File: src/rtl/cntr8_down.sv
// cntr8_down: 8-bit loadable down-counter / interval timer with terminal pulse
// and optional auto-reload. The decrement is q + 8'hFF through two cla4 stages.

module cla4 (
  input  logic [3:0] a,
  input  logic [3:0] b,
  input  logic       ci,
  output logic [3:0] s,
  output logic       co
);
  logic [3:0] p;
  logic [3:0] g;
  logic [4:0] c;

  genvar gi;
  generate
    for (gi = 0; gi < 4; gi++) begin : g_pg
      assign p[gi] = a[gi] ^ b[gi];
      assign g[gi] = a[gi] & b[gi];
      assign s[gi] = p[gi] ^ c[gi];
    end
  endgenerate

  // Flat look-ahead carries; no carry ripples between bit positions.
  assign c[0] = ci;
  assign c[1] = g[0] | (p[0] & ci);
  assign c[2] = g[1] | (p[1] & g[0]) | (p[1] & p[0] & ci);
  assign c[3] = g[2] | (p[2] & g[1]) | (p[2] & p[1] & g[0]) | (p[2] & p[1] & p[0] & ci);
  assign c[4] = g[3] | (p[3] & g[2]) | (p[3] & p[2] & g[1]) | (p[3] & p[2] & p[1] & g[0])
              | (p[3] & p[2] & p[1] & p[0] & ci);
  assign co   = c[4];
endmodule

module cntr8_down (
  input  logic       clk,
  input  logic       reset,
  input  logic       start,
  input  logic [7:0] load_val,
  input  logic       en,
  input  logic       reload,
  output logic [7:0] q,
  output logic       busy,
  output logic       done
);
  typedef enum logic [1:0] {
    IDLE = 2'd0,
    RUN  = 2'd1,
    DONE = 2'd2
  } state_t;

  state_t     state_reg, state_next;
  logic [7:0] q_reg, q_next;
  logic [7:0] rld_reg, rld_next;

  logic [7:0] dec;
  logic       c_mid;
  logic       nonzero;

  // Adding all-ones subtracts one; the final carry is set exactly when q != 0.
  cla4 u_lo (
    .a  (q_reg[3:0]),
    .b  (4'hF),
    .ci (1'b0),
    .s  (dec[3:0]),
    .co (c_mid)
  );

  cla4 u_hi (
    .a  (q_reg[7:4]),
    .b  (4'hF),
    .ci (c_mid),
    .s  (dec[7:4]),
    .co (nonzero)
  );

  always_ff @(posedge clk) begin
    if (reset) begin
      state_reg <= IDLE;
      q_reg     <= 8'h00;
      rld_reg   <= 8'h00;
    end else begin
      state_reg <= state_next;
      q_reg     <= q_next;
      rld_reg   <= rld_next;
    end
  end

  always_comb begin
    state_next = state_reg;
    q_next     = q_reg;
    rld_next   = rld_reg;
    case (state_reg)
      IDLE: begin
        if (start) begin
          q_next     = load_val;
          rld_next   = load_val;
          state_next = (load_val != 8'h00) ? RUN : DONE;
        end
      end
      RUN: begin
        // The nonzero guard keeps q from ever wrapping below zero.
        if (en && nonzero) begin
          q_next = dec;
          if (q_reg == 8'h01) begin
            state_next = DONE;
          end
        end
      end
      DONE: begin
        if (reload && (rld_reg != 8'h00)) begin
          q_next     = rld_reg;
          state_next = RUN;
        end else begin
          state_next = IDLE;
        end
      end
      default: begin
        state_next = IDLE;
      end
    endcase
  end

  assign q    = q_reg;
  assign busy = (state_reg == RUN);
  assign done = (state_reg == DONE);
endmodule

File: config.mk
export PLATFORM = sky130hd
export DESIGN_NAME = cntr8_down
export DESIGN_NICKNAME = d
export VERILOG_FILES = /design/src/rtl/cntr8_down.sv
export SDC_FILE = /design/constraint.sdc
export NUM_CORES = 1
export LEC_CHECK = 0
export ABC_AREA = 0
export CAP_MARGIN = 20
export CORE_MARGIN = 1.5
export CORE_UTILIZATION = 45
export CTS_BUF_LIST = sky130_fd_sc_hd__clkbuf_8
export CTS_CLUSTER_DIAMETER = 50
export DETAILED_ROUTE_END_ITERATION = 6
export PLACE_DENSITY = 0.72
export SETUP_SLACK_MARGIN = 0.3
export SYNTH_ARGS = -nofsm -noshare
export SYNTH_HDL_FRONTEND = slang
export SYNTH_SLANG_ARGS = --single-unit
export TNS_END_PERCENT = 1
File: constraint.sdc
create_clock -name clk -period 3.8 [get_ports clk]
set_input_delay 0.95 -clock clk [delete_from_list [all_inputs] [get_ports clk]]
set_output_delay 0.95 -clock clk [all_outputs]
set_load 0.05 [all_outputs]
==> impl_metrics.csv, run 1 <==
group,metric,value,unit
critical_path,beginning_of_the_critical_path,"state_reg[0]",
cells_and_area,layout_commonest_cell,"clkdlybuf4s50_1",
drt,routed-wl-met3,103,um
drt,maxUsedRoutingLayer,"met4",
sta,fmax,333,MHz
critical_path,timing.critical_path.required,2.85,ns
critical_path,worst_path_largest_cell_delay,0.89,ns
worst_hold_path,holdCritPathClass,"flop to flop",
global_route,pin_count_of_the_biggest_net_entering_global_routing,21,
synth,count_of_different_cell_masters_after_synthesis,30,
clock_tree,tritoncts,"built",
sta,totalNegativeSetupSlack,0,ns
pwr,p_per_area,947,nW/um^2
critical_path,crit_slowest_cell,"clkdlybuf4s50_1",
synth,synth.avg_cell_area,7.95,um^2
synth,synth_area,1110,um^2
placement,globalplace.congestion,0.856,
sta,setup_repair_after_global_routing_missed_its_margin,"no",
clock_tree,cts-htree-levels,1,
critical_path,critical_path.startpoint_type,"flop",
floorplanning,die-height,52.7,um
sta,worst_slew_margin_rel,0.521,
placement,numPortBuffers,22,
clock_tree,root_buffer_selected_by_cts,"clkbuf_8",
synth,synth_top_area_cell,"dfxtp_1",
cells_and_area,antenna-diode-count,0,
drt,total_length_of_routed_met2_wires,1260,um
sta,maxSlewViolCount,0,
drt,per_cell_routed_wire_length,14.4,um
floorplanning,die-width,52.7,um
outcome,status,"completed",
drt,drtIter0Drc,19,
synth,number_of_nets_in_the_synthesized_netlist,160,
floorplanning,ioPinCount,23,
global_route,grt_first_pass_wirelength,4630,um
sta,max_slew.worst_pin.slew,0.716,ns
cells_and_area,finish.net_count,179,
sta,hold_viol_final,0,
critical_path,crit_type,"flop to output port",
cells_and_area,filler_cell_count,221,
floorplanning,floorplan.initialDensity,0.489,
sta,finClkSkew,0.000919,ns
synth,netlist.area_leader.share,0.324,
drt,vias_per_cell,5.78,
clock_tree,cts.repair_timing.setup_buffer_count,0,
pwr,leakage,0.549,nW
synth,ys.warnings.count,0,
critical_path,cpLargestDelayFamily,"buffers and inverters",
global_route,grt_usage,0.226,
global_route,grt_antenna_before_repair,0,
drt,drt_drc_violations_left,0,
critical_path,crit_end_element,"output port",
floorplanning,core_area,2280,um^2
cells_and_area,area_delta_synth_final,23.8,%
floorplanning,floorplan.rows,17,
drt,via_count,1070,
drt,drt_antenna_net_count,0,
critical_path,path_buf_inv,2,
drt,wl_met1,1270,um
drt,drt-total-wl,2670,um
critical_path,critical_path_peak_fanout,11,
sta,holdWs,0.476,ns
sta,finalSetupViolations,0,
sta,fin_crit_sh,0.791,
critical_path,cp_data_arrival_time,2.06,ns
critical_path,rr_startpoint,"state_reg[0]",
synth,synthesis.instances,140,
worst_hold_path,hold_path.startpoint,"rld_reg[7]",
cells_and_area,mostFrequentLayoutCells,"22 x clkdlybuf4s50_1, 18 x dfxtp_1, 16 x nor2_1, 14 x a21oi_1, 13 x nand2_1",
clock_tree,clock_sink_count,18,
clock_tree,max-clock-path-buffers,2,
floorplanning,die-area,2780,um^2
clock_tree,number_of_hold_buffers_added_after_cts,0,
cells_and_area,share_of_layout_cells_above_drive_strength_1,0.0573,
sta,period_minus_slack,3.01,ns
synth,postSynthRegisterBits,18,
synth,synth_sequential_area_ratio,0.324,
clock_tree,clk-insertion-delay-late,0.25,ns
placement,detailedPlacementHpwl,2000,um
run,cap_viol_max_count,0,
critical_path,crit_path_cell_trace,"inv_1, ha_1, clkdlybuf4s50_1",
clock_tree,clock_slew_at_reported_path_ffs,0.07,ns
global_route,grt_overflow,0,
pwr,power.ir.vdd_worst,0.688,mV
pwr,power,1.31,mW
global_route,vias_in_the_first_global_route,997,
clock_tree,ctsResizeCount,0,
synth,netlist_top_cells_area,"dfxtp_1 32%, ha_1 7.9%, a21oi_1 6.3%",
drt,detail_route.first_pass.iterations,4,
clock_tree,cts_inserted_buffers,3,
## worst reg2reg max path, cell delays in order, from the launching register on
cell,delay (ns)
dfxtp_1,0.40
inv_1,0.10
ha_1,0.34
nand2b_1,0.16
nand2b_1,0.09
a221oi_4,0.50
mux2i_1,0.27
nor2_1,0.05
## Yosys cell counts (all sizes together)
cell type and number:
o211ai 1, dfxtp 18, or4 4, nand2b 2, o41ai 2, a21oi 14
a221oi 1, nand3 11, clkbuf 7, buf 1, a22oi 6, o21ai 5
a211oi 1, xor2 3, nand3b 1, nand2 13, ha 7, or3 1
a31oi 2, mux2i 7, o31a 2, a31o 1, nor3b 1, nor4 3
inv 10, nor2 16
## power by group
group          total, mW  switching [mW]  internal [mW]
Sequential         0.341          0.0870          0.254
Clock              0.134          0.0636         0.0705
Combinational      0.831           0.507          0.324
## area by class of cell
type                    count  area [um^2]  share of cell area
clock buffers               3         41.3              0.0299
inverters                  10         37.5              0.0272
flip-flops and latches     18          360               0.261
well taps                  28         35.0              0.0254
repair buffers             22          220               0.160
multi-input cells         104          684               0.496
## cell families (layout without fill, tap and decap cells)
family,after synthesis,count (layout),synth area share
simple gates,52,52,0.228
compound gates,35,35,0.221
flops,18,18,0.324
buf+inv,18,35,0.0618
fa+ha+maj,7,7,0.0786
mux,7,7,0.0629
xor+xnor,3,3,0.0236
## through the flow
| stage | util | area, um^2 | cells | worst slack, ns |
|---|---|---|---|---|
| after CTS | 0.606 | 1380 | 185 | 0.790 |
| after global routing | 0.606 | 1380 | 185 | 0.695 |
| after global placement | 0.588 | 1340 | 182 | 1.02 |
| after floorplan | - | 1110 | 140 | 1.53 |
| final | 0.606 | 1380 | 185 | 0.793 |
| after detailed placement | 0.588 | 1340 | 182 | 0.979 |
## metal layers
metal / up-vias / GRT usage
met4: 0 / 0.0641
li1: 535 / -
met5: - / 0
met1: 498 / 0.301
met2: 32 / 0.373
met3: 5 / 0.0343
## worst paths after layout
check                    end  slack, ns  depth (start not counted)
hold reg to reg   rld_reg[7]       0.48                          2
setup reg to reg        q[4]       1.75                          7
hold / removal    rld_reg[7]       0.48                          2
setup / recovery        done       0.79                          3
Note: power is estimated with default switching activity, not from simulation.
==> run 2, diff against run 1 <==
Clock period 3.8 ns to 2.9 ns, I/O delays scaled along.
==> impl_metrics.csv, run 2 (synthesized netlist as in run 1, its figures left out) <==
group,metric,value,unit
sta,setup_repair_after_global_routing_missed_its_margin,"no",
global_route,grt_antenna_before_repair,0,
floorplanning,core_area,2280,um^2
pwr,leakage,0.564,nW
global_route,grt_overflow,0,
sta,finClkSkew,0.00135,ns
cells_and_area,finish.net_count,182,
sta,fin_crit_sh,0.838,
drt,drt_antenna_net_count,0,
clock_tree,cts.repair_timing.setup_buffer_count,0,
critical_path,cp_data_arrival_time,1.71,ns
critical_path,crit_end_element,"output port",
floorplanning,die-width,52.7,um
sta,fmax,411,MHz
critical_path,worst_path_largest_cell_delay,0.80,ns
worst_hold_path,holdCritPathClass,"flop to flop",
run,cap_viol_max_count,0,
critical_path,cpLargestDelayFamily,"buffers and inverters",
outcome,status,"completed",
floorplanning,die-area,2780,um^2
cells_and_area,multi_input_comb_area,684,um^2
sta,totalNegativeSetupSlack,0,ns
global_route,grt_usage,0.224,
floorplanning,floorplan.rows,17,
placement,dp.cells,185,
global_route,vias_in_the_first_global_route,994,
clock_tree,cts-htree-levels,1,
cells_and_area,filler_cell_count,223,
global_route,met1_resource_use_gr,0.307,
pwr,p_per_area,1220,nW/um^2
clock_tree,ctsResizeCount,0,
sta,finalSetupViolations,0,
critical_path,path_buf_inv,2,
critical_path,crit_path_cell_trace,"inv_1, ha_1, clkdlybuf4s50_1",
critical_path,timing.critical_path.required,2.17,ns
critical_path,crit_type,"flop to output port",
clock_tree,number_of_hold_buffers_added_after_cts,0,
cells_and_area,area_delta_synth_final,25.8,%
sta,max_slew.worst_pin.slew,0.720,ns
critical_path,critical_path_peak_fanout,5,
pwr,power.ir.vdd_worst,0.743,mV
placement,numPortBuffers,22,
drt,drtIter0Drc,30,
drt,per_cell_routed_wire_length,13.9,um
cells_and_area,share_of_layout_cells_above_drive_strength_1,0.0750,
floorplanning,die-height,52.7,um
cells_and_area,antenna-diode-count,0,
placement,globalplace.congestion,0.803,
global_route,pin_count_of_the_biggest_net_entering_global_routing,21,
sta,worst_slew_margin_rel,0.518,
cells_and_area,seqCellArea,360,um^2
clock_tree,clock_sink_count,18,
critical_path,critical_path.startpoint_type,"flop",
sta,hold_viol_final,0,
critical_path,crit_slowest_cell,"clkdlybuf4s50_1",
global_route,globalRoute.busiestLayer,"met2",
clock_tree,tritoncts,"built",
cells_and_area,final-instance-count-excl-fill,188,
clock_tree,clock_slew_at_reported_path_ffs,0.07,ns
drt,drt_drc_violations_left,0,
clock_tree,max-clock-path-buffers,2,
placement,detailedPlacementHpwl,1960,um
clock_tree,root_buffer_selected_by_cts,"clkbuf_8",
global_route,global_route.usage.met2,0.335,
floorplanning,ioPinCount,23,
drt,vias_per_cell,5.63,
drt,drt-total-wl,2610,um
placement,preCtsSetupSlack,0.490,ns
drt,detail_route.first_pass.iterations,4,
drt,via_count,1059,
cells_and_area,layout_commonest_cell,"clkdlybuf4s50_1",
global_route,use_met3,0.0629,
sta,holdWs,0.477,ns
sta,period_minus_slack,2.43,ns
cells_and_area,mostFrequentLayoutCells,"22 x clkdlybuf4s50_1, 18 x dfxtp_1, 16 x nor2_1, 14 x a21oi_1, 13 x nand2_1",
clock_tree,clk-insertion-delay-late,0.25,ns
sta,maxSlewViolCount,0,
clock_tree,cts_inserted_buffers,3,
sta,timing.final.ws_setup,0.469,ns
global_route,grt_first_pass_wirelength,4610,um
floorplanning,floorplan.initialDensity,0.489,
[run 2: changes by cell type in the layout (fill, tap and decap cells not counted)]
cell,change
buf_4,+3
[run 2: path summary, 6_finish.rpt]
check / end / from / slack [ns] / cells past startpoint
max: done / state_reg[0] / 0.47 / 3
min: rld_reg[7] / rld_reg[7] / 0.48 / 2
max reg2reg: state_reg[1] / q[4] / 0.80 / 5
min reg2reg: rld_reg[7] / rld_reg[7] / 0.48 / 2
[run 2: routing by layer]
metal | part of all wire | wire length, um
met5 | 0 | 0
met4 | 0.013 | 35
met3 | 0.054 | 141
met2 | 0.45 | 1190
met1 | 0.48 | 1250
[run 2: cell type report]
cell class,instances,share of cell area
clock buffers,3,0.0295
inverters,10,0.0268
multi-input cells,104,0.488
flip-flops and latches,18,0.257
well taps,28,0.0250
repair buffers,25,0.173
[run 2: report_power, final]
part           internal (mW)  leakage, nW  switching, mW
logic                  0.430        0.394          0.653
clock network         0.0924       0.0216         0.0839
registers              0.332        0.148          0.116
total                  0.855        0.564          0.852
[run 2: stage by stage]
step | area [um^2] | util | power [mW]
after floorplan | 1110 | - | 1.25
after global placement | 1360 | 0.598 | 1.51
after detailed placement | 1360 | 0.598 | 1.53
after CTS | 1400 | 0.616 | 1.70
after global routing | 1400 | 0.616 | 1.85
final | 1400 | 0.616 | 1.71
[run 2: tightest hold or removal path, delay by kind of cell, from the launching register on]
family / cells / cell delay (ns)
simple gates: 1 / 0.06
compound gates: 1 / 0.05
flops: 1 / 0.32
